--- config.mk ---
export PLATFORM = sky130hd
export DESIGN_NAME = demux1to2_stream
export DESIGN_NICKNAME = d
export VERILOG_FILES = /design/src/rtl/demux1to2_stream.sv
export SDC_FILE = /design/constraint.sdc
export NUM_CORES = 1
export LEC_CHECK = 0
export ABC_AREA = 1
export CORE_MARGIN = 2
export CORE_UTILIZATION = 39
export CTS_CLUSTER_SIZE = 25
export DETAILED_ROUTE_END_ITERATION = 10
export GPL_ROUTABILITY_DRIVEN = 0
export MAX_ROUTING_LAYER = met4
export PLACE_DENSITY = 0.74
export SETUP_SLACK_MARGIN = 0.05
export SLEW_MARGIN = 20
export SYNTH_ARGS = -nofsm -noshare
export SYNTH_HDL_FRONTEND = slang
export SYNTH_SLANG_ARGS = --single-unit
--- constraint.sdc ---
create_clock -name clk -period 1.6 [get_ports clk]
set_input_delay 0.32 -clock clk [delete_from_list [all_inputs] [get_ports clk]]
set_output_delay 0.32 -clock clk [all_outputs]
set_load 0.005 [all_outputs]
--- src/rtl/demux1to2_stream.sv ---
// Registered 1-to-2 valid/ready stream demultiplexer: packets are steered by
// in_sel on their first beat. Optional per-channel beat counters: DEMUX1TO2_STREAM_COUNT_EN.
module demux1to2_stream #(
    parameter int DATA_W = 8,
    parameter int CNT_W  = 16
) (
    input  logic              clk,
    input  logic              reset,
    input  logic [DATA_W-1:0] in_data,
    input  logic              in_sel,
    input  logic              in_last,
    input  logic              in_valid,
    output logic              in_ready,
    output logic [DATA_W-1:0] out0_data,
    output logic              out0_last,
    output logic              out0_valid,
    input  logic              out0_ready,
    output logic [DATA_W-1:0] out1_data,
    output logic              out1_last,
    output logic              out1_valid,
    input  logic              out1_ready,
    output logic              busy
`ifdef DEMUX1TO2_STREAM_COUNT_EN
    ,
    output logic [CNT_W-1:0]  cnt0,
    output logic [CNT_W-1:0]  cnt1
`endif
);

    typedef enum logic [1:0] {
        IDLE   = 2'd0,
        ROUTE0 = 2'd1,
        ROUTE1 = 2'd2
    } state_t;

    if (DATA_W < 1 || CNT_W < 1) begin : g_param_check
        $error("DATA_W and CNT_W must both be at least 1");
    end

    state_t            r_state;
    state_t            w_state_next;
    logic              w_target;
    logic              w_accept;

    logic [1:0]        r_valid;
    logic [1:0]        r_last;
    logic [DATA_W-1:0] r_data [2];
    logic [1:0]        w_out_ready;
    logic [1:0]        w_load;
    logic [1:0]        w_handshake;

    assign w_out_ready = {out1_ready, out0_ready};

    // The locked channel wins over in_sel for every beat after the first.
    always_comb begin
        // NOTE: default first so every path assigns w_target; no latch is inferred.
        w_target = in_sel;
        case (r_state)
            ROUTE0:  w_target = 1'b0;
            ROUTE1:  w_target = 1'b1;
            default: w_target = in_sel;
        endcase
    end

    // Readiness looks only at the target's output slot, never at in_valid.
    assign in_ready = !reset && (!r_valid[w_target] || w_out_ready[w_target]);
    assign w_accept = in_valid && in_ready;

    always_comb begin
        w_state_next = r_state;
        case (r_state)
            IDLE: begin
                if (w_accept && !in_last)
                    w_state_next = in_sel ? ROUTE1 : ROUTE0;
            end
            ROUTE0, ROUTE1: begin
                if (w_accept && in_last)
                    w_state_next = IDLE;
            end
            default: w_state_next = IDLE;
        endcase
    end

    always_ff @(posedge clk or posedge reset) begin
        // NOTE: sequential state uses non-blocking assignments so every register
        // samples pre-edge values regardless of block ordering.
        if (reset)
            r_state <= IDLE;
        else
            r_state <= w_state_next;
    end

    assign busy = (r_state != IDLE);

    for (genvar ch = 0; ch < 2; ch++) begin : g_chan
        assign w_load[ch]      = w_accept && (w_target == ch[0]);
        assign w_handshake[ch] = r_valid[ch] && w_out_ready[ch];

        // A load wins over a handshake, so back-to-back beats leave no bubble.
        always_ff @(posedge clk or posedge reset) begin
            if (reset) begin
                r_valid[ch] <= 1'b0;
                r_last[ch]  <= 1'b0;
                r_data[ch]  <= '0;
            end else if (w_load[ch]) begin
                r_valid[ch] <= 1'b1;
                r_last[ch]  <= in_last;
                r_data[ch]  <= in_data;
            end else if (w_handshake[ch]) begin
                r_valid[ch] <= 1'b0;
            end
        end
    end

    assign out0_valid = r_valid[0];
    assign out0_last  = r_last[0];
    assign out0_data  = r_data[0];
    assign out1_valid = r_valid[1];
    assign out1_last  = r_last[1];
    assign out1_data  = r_data[1];

`ifdef DEMUX1TO2_STREAM_COUNT_EN
    logic [CNT_W-1:0] r_cnt [2];

    // Counters wrap naturally at 2^CNT_W.
    for (genvar ch = 0; ch < 2; ch++) begin : g_cnt
        always_ff @(posedge clk or posedge reset) begin
            if (reset)
                r_cnt[ch] <= '0;
            else if (w_handshake[ch])
                r_cnt[ch] <= r_cnt[ch] + CNT_W'(1);
        end
    end

    assign cnt0 = r_cnt[0];
    assign cnt1 = r_cnt[1];
`endif

endmodule
==> flow_summary.ini <==
[status]
status = complete, but fails checks
violations = negative setup slack

[synthesis]
syn_area_mm2 = 0.00105
synth_largest_area_cell = dfrtp_1
yosys_warnings = 0
syn_inst = 104
avgSynthCellArea_um2 = 10.1
synth_nets = 121
synth_mux_area_share_pct = 0
synthSimpleGateAreaFrac_pct = 19.9
synth_fa_ha_area_share_pct = 2.38
synth_top_area_share_pct = 52.4
ys_seq_area_share_pct = 52.4
synth.distinct_cells = 16
synth_top_family_by_area = simple AND/OR/NAND/NOR gates
ys_seq_elements = 22
synth_compound_area_share_pct = 17.0
synth-xor-area-share_pct = 0
synthTopCellsByArea = dfrtp_1 (52%), o21ai_2 (15%), nand2_1 (10%)

[place]
dpl_worst_slack_ns = -0.448
dpl.hpwl_um = 1620
place_area_mm2 = 0.00151
io_buffers = 36
dp_cells = 175

[routing]
ant_nets = 0
drc = 0
drtIter0Drc = 10
wirelength_um = 2540
drt_pre_antenna_iters = 4
via_count = 908
routedWlPerCell_um = 13.4
avgViaCountPerCell = 4.78

[sta]
hold_viol = 0
setup_ws_ns = -0.288
skew_ns = 0.00530
rsz0062_at_grt = true
slew_violations = 0
slew_headroom_pct = 61.7
finalCriticalPeriod_ns = 1.89
worst_pin_slew_ns = 0.573
fmax_mhz = 530
setup_viol = 23
period_share_pct = 118

[global_route]
grt_use_total_pct = 17.9
antenna_found_initial = 0
grt_overflow = 0
grt_max_degree = 20
grt_pass1_vias = 936
grt_first_pass_wirelength_um = 4230

[die]
io_pins = 37
dieArea_mm2 = 0.00312
core.rowCount = 18
die_x_um = 55.9
floorplan.initialDensity_pct = 41.6
core_mm2 = 0.00252
die-height_um = 55.9

[clocking]
cts.clk_slew.worst_paths_ns = 0.11
cts-root-buf = clkbuf_4
clockBufferDepth = 2
h-tree-depth = 1
cts_inserted_buffers = 3
cts_tree = done
clock_sinks = 22
clk_latency_ns = 0.31

[power]
p_leak_nw = 0.952
pwr-share-clk_pct = 11.2
irDropWorstVdd_v = 0.00104
pwr-share-comb_pct = 54.6
p_int_mw = 1.77
swShare_pct = 35.3
power.density_mw_per_mm2 = 1610
pwr-share-seq_pct = 34.1
power.switching_mw = 0.969

[worst_setup_path]
crit_slowest_cell = dfrtp_1
crit_family = flip-flops
worst_ep_arrival_time_ns = 1.57
rrSetupSlack_ns = -0.28
startpoint_type = flop
worstSetupPathType = reg -> out
max_stage_delay_ns = 0.40
crit_chain = inv_2, ha_4, inv_2, nand2_4, nand2_4, a21oi_4, and2_4, buf_6
setup.worst_path.end_class = output port
path_buf_inv = 3
crit_fanout = 3
worstPathRequired_ns = 1.28

[final_layout]
fillerInstances = 222
layout-drive-gt1-share_pct = 35.0
multiInputGateArea_um2 = 493
stdcell_count = 190
post-route-util_pct = 67.4
stdcell_area_mm2 = 0.00170
regArea_um2 = 551
syn_to_final_growth_pct = 61.9
n_antenna_cell = 0
nets = 178

[min_path]
hp-class = in -> async

[job]
maxCapViolCount = 0
==> placed cells by master, fill, tap and decap left out, drive strengths merged <==
cell,n
nand2,31
dfrtp,22
clkdlybuf4s50,21
o21ai,19
inv,17
buf,16
dlymetal6s2s,12
nand3,6
clkbuf,5
nand4,3
nor2,2
ha,2
a21oi,1
and2,1
nand3b,1
dlygate4sd2,1
==> Yosys cell counts <==
cell / n
o21ai_2: 18
a21oi_4: 1
nand3_1: 2
nor2_1: 2
nand4_1: 3
nand2_2: 1
ha_1: 2
buf_6: 2
nand3b_4: 1
o21ai_0: 1
dfrtp_1: 22
inv_1: 17
nand3_4: 1
and2_4: 1
nand2_4: 1
nand2_1: 29
==> area by class of cell <==
class | count | area share, %
clock buffers | 4 | 2.14
inverters | 17 | 3.76
multi-input cells | 66 | 29.0
flip-flops and latches | 22 | 32.4
well taps | 30 | 2.21
repair buffers | 51 | 30.5
==> path summary, 6_finish.rpt <==
kind / startpoint / endpoint / depth (start not counted)
setup / recovery: r_state[1] / in_ready / 8
hold / removal: reset / out1_data[5] / 3
setup reg to reg: r_state[1] / out0_data[4] / 12
hold reg to reg: out1_data[6] / out1_data[6] / 2
max in group asynchronous: reset / out1_data[4] / 4
min in group clk: out1_data[6] / out1_data[6] / 2
==> state kept, by name, indices dropped and copies added, names as in the netlist <==
name / count
r_state: 2
out1_last: 1
out1_valid: 1
out0_data: 8
out1_data: 8
out0_last: 1
out0_valid: 1
==> per-stage QoR <==
stage	power, mW	hold slack, ns	setup TNS, ns
floorplan	1.62	0.309	-0.116
finish	2.74	0.464	-4.73
CTS	2.68	0.454	-5.64
global placement	2.23	0.464	-5.73
detailed placement	2.27	0.468	-6.53
global route	2.94	0.494	-6.56
==> power by group through the flow <==
| stage | clock, mW | sequential, mW | combinational (mW) |
|---|---|---|---|
| after detailed placement | 0 | 0.953 | 1.32 |
| after floorplan | 0 | 0.959 | 0.657 |
| final | 0.308 | 0.935 | 1.50 |
| after global placement | 0 | 0.948 | 1.29 |
| after global routing | 0.345 | 0.962 | 1.63 |
| after CTS | 0.322 | 0.942 | 1.42 |
==> worst reg2reg max path, cell delays in order (launching register included) <==
cell      delay (ns)
dfrtp_1         0.40
inv_2           0.06
ha_4            0.28
inv_2           0.05
nand2_4         0.06
nand2_4         0.06
a21oi_4         0.12
and2_4          0.16
buf_4           0.19
nand3b_4        0.10
buf_12          0.18
nand2_1         0.10
o21ai_2         0.05
==> what timing repair did <==
action / CTS / global route
cloned: 3 / 0
resized for setup: 13 / 18
hold endpoints to repair: 0 / 0
endpoints found under the setup margin: 25 / 38
setup buffers: 3 / 6
pin swaps: 6 / 6
hold buffers: 0 / 0
==> logic make-up after synthesis <==
logic type | Yosys count
simple gates | 41
flops | 22
compound gates | 20
buf+inv | 19
fa+ha+maj | 2
==> layer usage <==
metal | share of wire [%] | track usage [%] | up-vias
li1 | - | - | 448
met4 | 2.3 | 7.82 | 0
met3 | 3.9 | 3.49 | 5
met5 | 0 | - | -
met1 | 41 | 20.3 | 430
met2 | 53 | 30.8 | 25
Power figures use the tool's default switching activity.
